**config.mk**
```make
export PLATFORM = sky130hd
export DESIGN_NAME = out_sel_pipe_flat
export DESIGN_NICKNAME = d
export VERILOG_FILES = /design/src/rtl/out_sel_pipe_if.sv /design/src/rtl/out_sel_pipe.sv /design/src/flat_wrapper.sv
export SDC_FILE = /design/constraint.sdc
export NUM_CORES = 1
export LEC_CHECK = 0
export ABC_AREA = 1
export CORE_MARGIN = 3
export CORE_UTILIZATION = 35
export CTS_BUF_LIST = sky130_fd_sc_hd__clkbuf_8
export DETAILED_ROUTE_END_ITERATION = 6
export PLACE_DENSITY = 0.59
export SLEW_MARGIN = 25
export SYNTH_ARGS = -nofsm -noshare
export SYNTH_HDL_FRONTEND = slang
export SYNTH_SLANG_ARGS = --single-unit
```
**constraint.sdc**
```tcl
create_clock -name clk -period 2.4 [get_ports clk]
set_clock_uncertainty 0.2 [all_clocks]
set_input_delay 0.48 -clock clk [delete_from_list [all_inputs] [get_ports clk]]
set_output_delay 0.48 -clock clk [all_outputs]
set_load 0.02 [all_outputs]
```
**src/rtl/out_sel_pipe_if.sv**
```systemverilog
// Handshake and result bus for out_sel_pipe: allocation vectors in, encoded ports and flags out.
interface out_sel_pipe_if #(
    parameter int NUM_PORT     = 5,
    parameter int LOG_NUM_PORT = 3,
    parameter int NUM_CH       = 4
);
    logic [NUM_CH*NUM_PORT-1:0]     alloc;
    logic                           in_valid;
    logic                           in_ready;
    logic [NUM_CH*LOG_NUM_PORT-1:0] outSel;
    logic                           out_valid;
    logic                           out_ready;
    logic [NUM_CH-1:0]              none_err;
    logic [NUM_CH-1:0]              multi_err;
    logic [NUM_CH-1:0]              conflict;
    logic [15:0]                    err_cnt;

    modport master (
        output alloc, in_valid, out_ready,
        input  in_ready, outSel, out_valid, none_err, multi_err, conflict, err_cnt
    );

    modport slave (
        input  alloc, in_valid, out_ready,
        output in_ready, outSel, out_valid, none_err, multi_err, conflict, err_cnt
    );
endinterface

```
**src/rtl/out_sel_pipe.sv**
```systemverilog
// Per-channel one-hot allocation to encoded output port, with error flags and a
// single-entry valid/ready output register.
module out_sel_pipe #(
    parameter int NUM_PORT     = 5,
    parameter int LOG_NUM_PORT = 3,
    parameter int NUM_CH       = 4,
    parameter int MSB_FIRST    = 1
) (
    input  logic            clk,
    input  logic            reset,
    out_sel_pipe_if.slave   bus
);
    logic [NUM_CH-1:0][NUM_PORT-1:0]     ch_alloc;
    logic [NUM_CH-1:0][LOG_NUM_PORT-1:0] sel_d, sel_q;
    logic [NUM_CH-1:0]                   none_d, none_q;
    logic [NUM_CH-1:0]                   multi_d, multi_q;
    logic [NUM_CH-1:0]                   conf_d, conf_q;
    logic [15:0]                         err_cnt_d, err_cnt_q;
    logic                                valid_q;
    logic                                in_ready;
    logic                                accept;
    logic                                any_err;

    assign ch_alloc = bus.alloc;

    always_comb begin : encode
        logic hit;
        hit     = 1'b0;
        sel_d   = '0;
        none_d  = '0;
        multi_d = '0;
        for (int unsigned c = 0; c < NUM_CH; c++) begin
            hit = 1'b0;
            // Scanning upward: MSB-first keeps overwriting, LSB-first keeps the first hit.
            for (int unsigned i = 0; i < NUM_PORT; i++) begin
                if (ch_alloc[c][i]) begin
                    if (MSB_FIRST != 0 || !hit) begin
                        sel_d[c] = LOG_NUM_PORT'(i);
                    end
                    if (hit) begin
                        multi_d[c] = 1'b1;
                    end
                    hit = 1'b1;
                end
            end
            none_d[c] = !hit;
        end
    end

    always_comb begin
        conf_d = '0;
        for (int unsigned c = 1; c < NUM_CH; c++) begin
            for (int unsigned j = 0; j < c; j++) begin
                if (!none_d[j] && !none_d[c] && sel_d[j] == sel_d[c]) begin
                    conf_d[c] = 1'b1;
                end
            end
        end
    end

    assign in_ready = !valid_q || bus.out_ready;
    assign accept   = bus.in_valid && in_ready;
    assign any_err  = |{none_d, multi_d, conf_d};

    always_comb begin
        err_cnt_d = err_cnt_q;
        if (accept && any_err && err_cnt_q != '1) begin
            err_cnt_d = err_cnt_q + 16'd1;
        end
    end

    always_ff @(posedge clk) begin
        if (reset) begin
            valid_q   <= 1'b0;
            sel_q     <= '0;
            none_q    <= '0;
            multi_q   <= '0;
            conf_q    <= '0;
            err_cnt_q <= '0;
        end else begin
            if (accept) begin
                valid_q <= 1'b1;
                sel_q   <= sel_d;
                none_q  <= none_d;
                multi_q <= multi_d;
                conf_q  <= conf_d;
            end else if (bus.out_ready) begin
                valid_q <= 1'b0;
            end
            err_cnt_q <= err_cnt_d;
        end
    end

    assign bus.in_ready  = in_ready;
    assign bus.out_valid = valid_q;
    assign bus.outSel    = sel_q;
    assign bus.none_err  = none_q;
    assign bus.multi_err = multi_q;
    assign bus.conflict  = conf_q;
    assign bus.err_cnt   = err_cnt_q;
endmodule

```
**src/flat_wrapper.sv**
```systemverilog
// flat-port wrapper written by rule: the top's interface ports become plain ports
module out_sel_pipe_flat 
#(
    parameter int NUM_PORT     = 5,
    parameter int LOG_NUM_PORT = 3,
    parameter int NUM_CH       = 4,
    parameter int MSB_FIRST    = 1
)
  (clk, reset, bus_alloc, bus_in_valid, bus_out_ready, bus_in_ready, bus_outSel, bus_out_valid, bus_none_err, bus_multi_err, bus_conflict, bus_err_cnt);
  out_sel_pipe_if #(.NUM_PORT(NUM_PORT), .LOG_NUM_PORT(LOG_NUM_PORT), .NUM_CH(NUM_CH)) bus_i ();
  input  logic clk;
  input  logic reset;
  input wire logic [$bits(bus_i.alloc)-1:0] bus_alloc;
  input wire logic [$bits(bus_i.in_valid)-1:0] bus_in_valid;
  input wire logic [$bits(bus_i.out_ready)-1:0] bus_out_ready;
  output wire logic [$bits(bus_i.in_ready)-1:0] bus_in_ready;
  output wire logic [$bits(bus_i.outSel)-1:0] bus_outSel;
  output wire logic [$bits(bus_i.out_valid)-1:0] bus_out_valid;
  output wire logic [$bits(bus_i.none_err)-1:0] bus_none_err;
  output wire logic [$bits(bus_i.multi_err)-1:0] bus_multi_err;
  output wire logic [$bits(bus_i.conflict)-1:0] bus_conflict;
  output wire logic [$bits(bus_i.err_cnt)-1:0] bus_err_cnt;
  assign bus_i.alloc = bus_alloc;
  assign bus_i.in_valid = bus_in_valid;
  assign bus_i.out_ready = bus_out_ready;
  assign bus_in_ready = bus_i.in_ready;
  assign bus_outSel = bus_i.outSel;
  assign bus_out_valid = bus_i.out_valid;
  assign bus_none_err = bus_i.none_err;
  assign bus_multi_err = bus_i.multi_err;
  assign bus_conflict = bus_i.conflict;
  assign bus_err_cnt = bus_i.err_cnt;
  out_sel_pipe #(.NUM_PORT(NUM_PORT), .LOG_NUM_PORT(LOG_NUM_PORT), .NUM_CH(NUM_CH), .MSB_FIRST(MSB_FIRST)) u_core (.clk(clk), .reset(reset), .bus(bus_i));
endmodule
```
==> metrics.md, run 1 <==
| Metric | Value |
|---|---|
| Die Width | `88.4 µm` |
| Post-Route Setup TNS | `0 ns` |
| Top cell type's share of synthesized area | `between 30% and 40%` |
| Syn-to-layout area delta | `54.6%` |
| CP max stage delay | `around 0.6 ns` |
| Post-layout min period | `roughly 2.3 ns` |
| Syn_area_per_cell | `about 6.4 µm²` |
| Clock power share | `around a third` |
| Vias per cell | `between 4 and 5` |
| Initial core utilization | `between 30% and 40%` |
| Period Utilization, post-route | `between 90% and 100%` |
| Worst-case reg-to-reg path depth | `11` |
| Synthesized-area fraction occupied by ao, oa, aoi and oai cells | `between 15 and 20%` |
| HP Class | `reg2reg` |
| Peak VDD IR | `0.242 mV` |
| First-pass GRT wire length | `roughly 11 mm` |
| Post-Synthesis Cells | `approximately 370` |
| Final RePlAce weighted congestion | `~0.87` |
| Cts hold-fix bufs | `0` |
| Global route overflow | `0` |
| Pwr dens | `506 nW/µm²` |
| Xor-xnor portion of the synthesized cell area | `about 2.2%` |
| Clock transition at path regs | `approximately 0.08 ns` |
| Combinational share of power | `between 20 and 30%` |
| Cell row count | `29` |
| Worst slack, placed | `-0.380 ns` |
| Lkg Pwr | `~1.7 nW` |
| CP cell instances | `clkdlybuf4s50_1 > inv_1 > nand2_1 > clkdlybuf4s50_1` |
| Mapped Area | `about 2400 µm²` |
| Combinational family with the most area after synthesis | `simple AND/OR/NAND/NOR gates` |
| DR vias | `around 2600` |
| Clock sinks | `40` |
| Top-level port count | `between 60 and 70` |
| Max Cap Viol | `0` |
| Sequential-to-total area share from yosys stat | `33.7%` |
| Run status | `finished, final reports clean` |
| Setup Viol. Count Final | `0` |
| Internal | `roughly 1.3 mW` |
| Hold Fails Final Rpt | `0` |
| Multiplexer area fraction after synthesis | `0%` |
| Sequential share of power | `between 30% and 40%` |
| Synth Register Bits | `40` |
| Fraction of the mapped netlist area in simple logic gates | `approximately 38%` |
| Initial antenna violation count | `0` |
| PortBufs | `64` |
| Number of global-route vias before repair | `about 2300` |
| Synth top area cells | `dfxtp_1 34%, nand2_1 14%, a21oi_1 8.0%, nand3_1 7.6%, nor2_1 6.9%` |
| CP Launch Type | `input port` |
| Final Slew Violations | `0` |
| Cell mode on critical path | `clkdlybuf4s50_1` |
| Worst EP arrival | `roughly 1.7 ns` |
| Setup slack after layout | `0.0713 ns` |
| Layout Nets | `499` |
| Root Buffer | `clkbuf_8` |
| Critical Path RT | `about 1.7 ns` |
| CTS tree | `built` |
| Share of cells above drive strength 1 | `approximately a fifth` |
| Full die area | `7820 µm²` |
| DRC viols | `0` |
| Crit path max fanout | `3` |
| WL final | `6.79 mm` |
| Ant diodes | `0` |
| Total GRT Usage | `approximately 17%` |
| Top cells by instance count after synthesis | `91 x nand2_1, 44 x nor2_1, 40 x dfxtp_1` |
| Synthesized Nets | `roughly 400` |
| Worst-skew pair later-pin latency | `0.29 ns` |
| FILL cells | `640` |
| Critical path buffer and inverter count | `3` |
| Core Area | `between 6000 and 7000 µm²` |
| Area leader, netlist | `dfxtp_1` |
| Hold Path Stages | `2` |
| H-tree depth | `2` |
| Most common cell in the synthesized netlist | `nand2_1` |
| Switching share of power | `a little under a third` |
| Worst setup EP type | `primary output` |
| Primary FF master, synth | `dfxtp_1` |
| Switching pwr | `0.567 mW` |
| Slowest CP cell | `clkdlybuf4s50_1` |
| Levels on crit path | `4` |
| Crit Path Class | `in2out` |
| Cts bufs inserted | `5` |
| Die Y | `a little under 90 µm` |
| Cell variety after synth | `32` |
| Yosys warns | `0` |
| Async S/R FF share, synth | `0%` |
| Wire length per cell | `between 10 and 15 µm` |
| Synthesized-area fraction occupied by adder cells | `0.526%` |
| Post-synth EDFFs | `0` |
| Post-DP HPWL | `just under 5 mm` |
| DR iter-0 viols | `92` |
| Drt pass-1 iters | `4` |
| Post-route ant nets | `0` |
| Highest Clock Rate | `between 0.4 and 0.5 GHz` |
| Largest net degree at the start of global routing | `36` |
| Maximum clock insertion buffer count | `2` |
| Top cell family by delay on the critical path | `buffers and inverters` |
cell usage in the layout (no fill, tap or decap), types with 6 or more instances in the layout:
cell type | Yosys | routed
a21oi_2 | 1 | 8
nor2_1 | 44 | 40
nand3_1 | 36 | 34
clkdlybuf4s50_1 | 0 | 55
nor2_2 | 6 | 7
buf_4 | 2 | 41
inv_1 | 36 | 36
clkbuf_8 | 0 | 6
nor2_4 | 3 | 6
dfxtp_1 | 40 | 40
nand2_1 | 91 | 87
dlymetal6s2s_1 | 0 | 9
a21oi_1 | 38 | 31
inv_2 | 7 | 6
o21ai_0 | 23 | 23
metal layers:
metal  share of wire (%)  wire length (µm)  track usage [%]
met1                  48              3260             23.5
met3                 4.4               302             4.10
met2                  47              3160             27.1
met4                0.87                59             4.12
met5                   0                 0                0
worst paths after layout:
path	slack (ns)	end	start
max	0.07	bus_in_ready	bus_out_ready
min	0.27	u_core.bus.conflict[3]	u_core.bus.conflict[3]
max reg2reg	0.35	u_core.bus.err_cnt[8]	u_core.bus.err_cnt[0]
min reg2reg	0.27	u_core.bus.conflict[3]	u_core.bus.conflict[3]
power groups by stage:
stage | sequential, mW | clock [mW] | combinational (mW)
after floorplan | 0.793 | 0 | 0.209
after global placement | 0.748 | 0 | 0.475
after detailed placement | 0.748 | 0 | 0.477
after CTS | 0.734 | 0.607 | 0.483
after global routing | 0.738 | 0.642 | 0.588
final | 0.734 | 0.591 | 0.534
logic make-up after synthesis:
logic type,count (synthesis)
xor+xnor,6
fa+ha+maj,1
buf+inv,56
other cells,1
flops,40
simple gates,198
compound gates,69
sequential cells by signal, indices dropped and copies added, names as in the netlist:
signal	count
u_core.bus.outSel	12
u_core.bus.out_valid	1
u_core.bus.none_err	4
u_core.bus.multi_err	4
u_core.bus.err_cnt	16
u_core.bus.conflict	3
worst register-to-register path: cells and delay by family (launching register included):
kind / cells / cell delay (ns)
simple gates: 8 / 0.94
flops: 1 / 0.41
fa+ha+maj: 1 / 0.20
compound gates: 1 / 0.13
buf+inv: 1 / 0.09
per-stage QoR:
step / instance area, µm² / hold slack [ns] / power, mW / std cells / util, %
4_1_cts: 3480 / 0.272 / 1.82 / 547 / 53.8
5_1_grt: 3680 / 0.287 / 1.97 / 552 / 56.9
3_5_place_dp: 3350 / 0.260 / 1.23 / 539 / 51.8
3_3_place_gp: 3350 / 0.252 / 1.22 / 539 / 51.8
2_1_floorplan: 2380 / 0.336 / 1.00 / 371 / -
6_report: 3680 / 0.271 / 1.86 / 552 / 56.9
layout make-up:
cell class / instances / area [µm²] / share of cell area [%]
Clock buffer: 6 / 82.6 / 2.25
Clock inverter: 2 / 38.8 / 1.06
Sequential cell: 40 / 801 / 21.8
Timing Repair Buffer: 106 / 991 / 27.0
Inverter: 43 / 164 / 4.46
Multi-Input combinational cell: 278 / 1500 / 40.9
Tap cell: 77 / 96.3 / 2.62
timing repair:
item	4_1_cts	5_1_grt
setup endpoints to repair	16	16
buffers inserted	0	2
gates cloned	0	3
pin swaps	0	7
resized for setup	1	38
Power figures use the tool's default switching activity.
==> run 2, diff against run 1 <==
--- a/config.mk
+++ b/config.mk
@@ -6,11 +6,12 @@
 export NUM_CORES = 1
 export LEC_CHECK = 0
 export ABC_AREA = 1
-export CORE_MARGIN = 3
 export CORE_UTILIZATION = 35
 export CTS_BUF_LIST = sky130_fd_sc_hd__clkbuf_8
 export DETAILED_ROUTE_END_ITERATION = 6
 export PLACE_DENSITY = 0.59
+export SKIP_CTS_REPAIR_TIMING = 1
+export SKIP_LAST_GASP = 1
 export SLEW_MARGIN = 25
 export SYNTH_ARGS = -nofsm -noshare
 export SYNTH_HDL_FRONTEND = slang
==> run 2 against run 1 <==
Net effect: the flow now finishes with violations (design-rule violations); critical path depth unchanged; worst setup slack worse by 0.010 ns; global-route usage rose by 1.3 points; largest power group unchanged; critical path type unchanged; count of clock-buffer cells in the layout decreased by 1; critical endpoint unchanged.
==> metrics.md, run 2 (synthesized netlist as in run 1, its figures left out) <==
| Metric | Value |
|---|---|
| Layout Nets | `497 (-0.40%)` |
| FF-to-FF End | `u_core.bus.err_cnt[13]` |
| Commonest non-fill, non-tap cell in the layout | `nand2_1` |
| CTS tree | `built` |
| Wire length per cell | `12.0 µm (-2.8%)` |
| DR iter-0 viols | `121 (+32%)` |
| Hold Path Stages | `2 (unchanged)` |
| Root Buffer | `clkbuf_8` |
| Cell row count | `29 (unchanged)` |
| Worst-case reg-to-reg path depth | `9 (-2)` |
| Slowest CP cell | `clkdlybuf4s50_1` |
| Pwr dens | `471 nW/µm² (-6.9%)` |
| Initial core utilization | `36.8% (unchanged)` |
| Worst-skew pair later-pin latency | `0.29 ns (about the same)` |
| Total GRT Usage | `18.4% (+1.3 points)` |
| Crit path max fanout | `3 (unchanged)` |
| Number of global-route vias before repair | `2344 (+2.1%)` |
| Initial antenna violation count | `0 (unchanged)` |
| Placed Area | `3350 µm² (unchanged)` |
| Largest net degree at the start of global routing | `35 (-2.8%)` |
| CP cell instances | `clkdlybuf4s50_1 > inv_1 > nand2_1 > clkdlybuf4s50_1` |
| Final Slew Violations | `0 (unchanged)` |
| Finished Layout Cells | `549 (-0.54%)` |
| WHS | `0.266 ns (-0.00463 ns)` |
| Ant diodes | `0 (unchanged)` |
| PortBufs | `64 (unchanged)` |
| Final RePlAce weighted congestion | `0.878 (+0.64%)` |
| Max FFs per register | `16 (unchanged)` |
| Placed Instances | `539 (unchanged)` |
| Hold EP | `u_core.bus.conflict[3]` |
| Syn-to-layout area delta | `49.5%` |
| Post-route ant nets | `0 (unchanged)` |
| RR Startpoint | `u_core.bus.err_cnt[3]` |
| Share of cells above drive strength 1 | `18.9% (-1.8 points)` |
| Cell mode on critical path | `clkdlybuf4s50_1` |
| Cts bufs inserted | `5 (unchanged)` |
| DR vias | `2649 (+0.72%)` |
| Run status | `finished, violations left` |
| Maximum clock insertion buffer count | `2 (unchanged)` |
| Die Y | `84.4 µm (-4.5%)` |
| Failing checks | `design-rule violations` |
| CP max stage delay | `0.61 ns (about the same)` |
| Top cell family by delay on the critical path | `buffers and inverters` |
| Drt pass-1 iters | `6 (+2)` |
| Critical path buffer and inverter count | `3 (unchanged)` |
| Full die area | `7130 µm² (-8.8%)` |
| FILL cells | `657 (+2.7%)` |
| Lkg Pwr | `1.68 nW (-2.1%)` |
| RSZ-0062 raised after global routing | `true` |
| Max Cap Viol | `0 (unchanged)` |
| CP Launch Type | `input port` |
| Setup Viol. Count Final | `0 (unchanged)` |
| Worst EP arrival | `1.66 ns (about the same)` |
| Clock transition at path regs | `0.07 ns (about the same)` |
| Worst setup EP type | `primary output` |
| Die Width | `84.4 µm (-4.5%)` |
| Layout Cell Area excl Fill | `3550 µm² (-3.3%)` |
| HP Start | `u_core.bus.conflict[3]` |
| Core Area | `6460 µm² (unchanged)` |
| Post-DP HPWL | `4.82 mm (-0.73%)` |
| Hold Fails Final Rpt | `0 (unchanged)` |
| Peak VDD IR | `0.307 mV (+27%)` |
| Post-layout min period | `2.34 ns (+0.0104 ns)` |
| Post-Route Setup TNS | `0 ns (unchanged)` |
| HP Class | `reg2reg` |
| Commonest cells after routing, fill and taps aside | `88 x nand2_1, 55 x clkdlybuf4s50_1, 41 x nor2_1, 41 x buf_4, 40 x dfxtp_1` |
| Top-level port count | `66 (unchanged)` |
| First-pass GRT wire length | `10.5 mm (-1.5%)` |
| Global route overflow | `0 (unchanged)` |
| Fin util | `55.0% (-1.9 points)` |
| Clock sinks | `40 (unchanged)` |
| Crit Path Class | `in2out` |
| DRC viols | `6 (+6)` |
| WL final | `6.57 mm (-3.3%)` |
| R2R Setup Slk | `0.31 ns (-0.04 ns)` |
| H-tree depth | `2 (unchanged)` |
| Vias per cell | `4.83 (+1.3%)` |
| Period Utilization, post-route | `97.5% (+0.44 points)` |
| Highest Clock Rate | `0.427 GHz (-0.45%)` |
| Critical Path RT | `1.72 ns (about the same)` |
## run 2: cell count changes in the layout (fill, tap and decap cells not counted), sizes merged
cell	before	now
clkbuf	6	5
inv	43	44
nand2	98	96
bufinv	1	0
## run 2: final cells by class
cell class	instances	area, µm²	area share (%)
clock buffer	5	68.8	1.94
sequential	40	801	22.5
timing repair buffer	106	991	27.9
tap	77	96.3	2.71
inverter	43	161	4.54
clock inverter	2	8.76	0.246
multi-input combinational	276	1430	40.1
## run 2: where the power goes
part,internal [mW],total [mW],switching (mW),leakage (nW)
Clock,0.194,0.429,0.235,0.0452
Sequential,0.704,0.733,0.0283,0.329
Combinational,0.237,0.510,0.273,1.31
## run 2: worst max path at each step
stage / start / end / slack (ns) / cells after the start
after global placement: bus_alloc[14] / u_core.bus.err_cnt[12] / -0.29 / 14
final: bus_out_ready / bus_in_ready / 0.06 / 4
after floorplan: u_core.bus.err_cnt[0] / u_core.bus.err_cnt[8] / 0.42 / 11
after detailed placement: bus_alloc[14] / u_core.bus.err_cnt[4] / -0.33 / 14
after global routing: bus_alloc[1] / u_core.bus.err_cnt[13] / -0.02 / 15
after CTS: bus_alloc[14] / u_core.bus.err_cnt[4] / -0.02 / 14
## run 2: metal layers
layer	global-route usage, %	part of all wire, %	routed length, µm	up-vias
met2	31.1	46	3000	55
met4	5.08	0.87	57	0
li1	-	-	-	1406
met5	0	0	0	-
met3	3.93	4.3	283	5
met1	23.7	49	3220	1183
## run 2: metrics by stage
stage / power [mW] / setup slack (ns)
2_1_floorplan: 1.00 / 0.422
3_3_place_gp: 1.22 / -0.293
3_5_place_dp: 1.22 / -0.332
4_1_cts: 1.66 / -0.0181
5_1_grt: 1.77 / -0.0169
6_report: 1.67 / 0.0608
## run 2: worst reg2reg max path: stages, from the launching register on
cell and delay, ns:
dfxtp_1 0.43, nand2_1 0.09, nor2_2 0.17, inv_1 0.08, nor4_1 0.42, inv_1 0.11
nor3_1 0.27, nand3_1 0.12, nand2_1 0.07, nor2_1 0.03
==> run 3, diff against run 2 <==
--- a/config.mk
+++ b/config.mk
@@ -9,6 +9,7 @@
 export CORE_UTILIZATION = 35
 export CTS_BUF_LIST = sky130_fd_sc_hd__clkbuf_8
 export DETAILED_ROUTE_END_ITERATION = 6
+export HOLD_SLACK_MARGIN = 0.12
 export PLACE_DENSITY = 0.59
 export SKIP_CTS_REPAIR_TIMING = 1
 export SKIP_LAST_GASP = 1
==> results of run 3 <==
Final layout, timing and power as in run 2 (identical DEF).
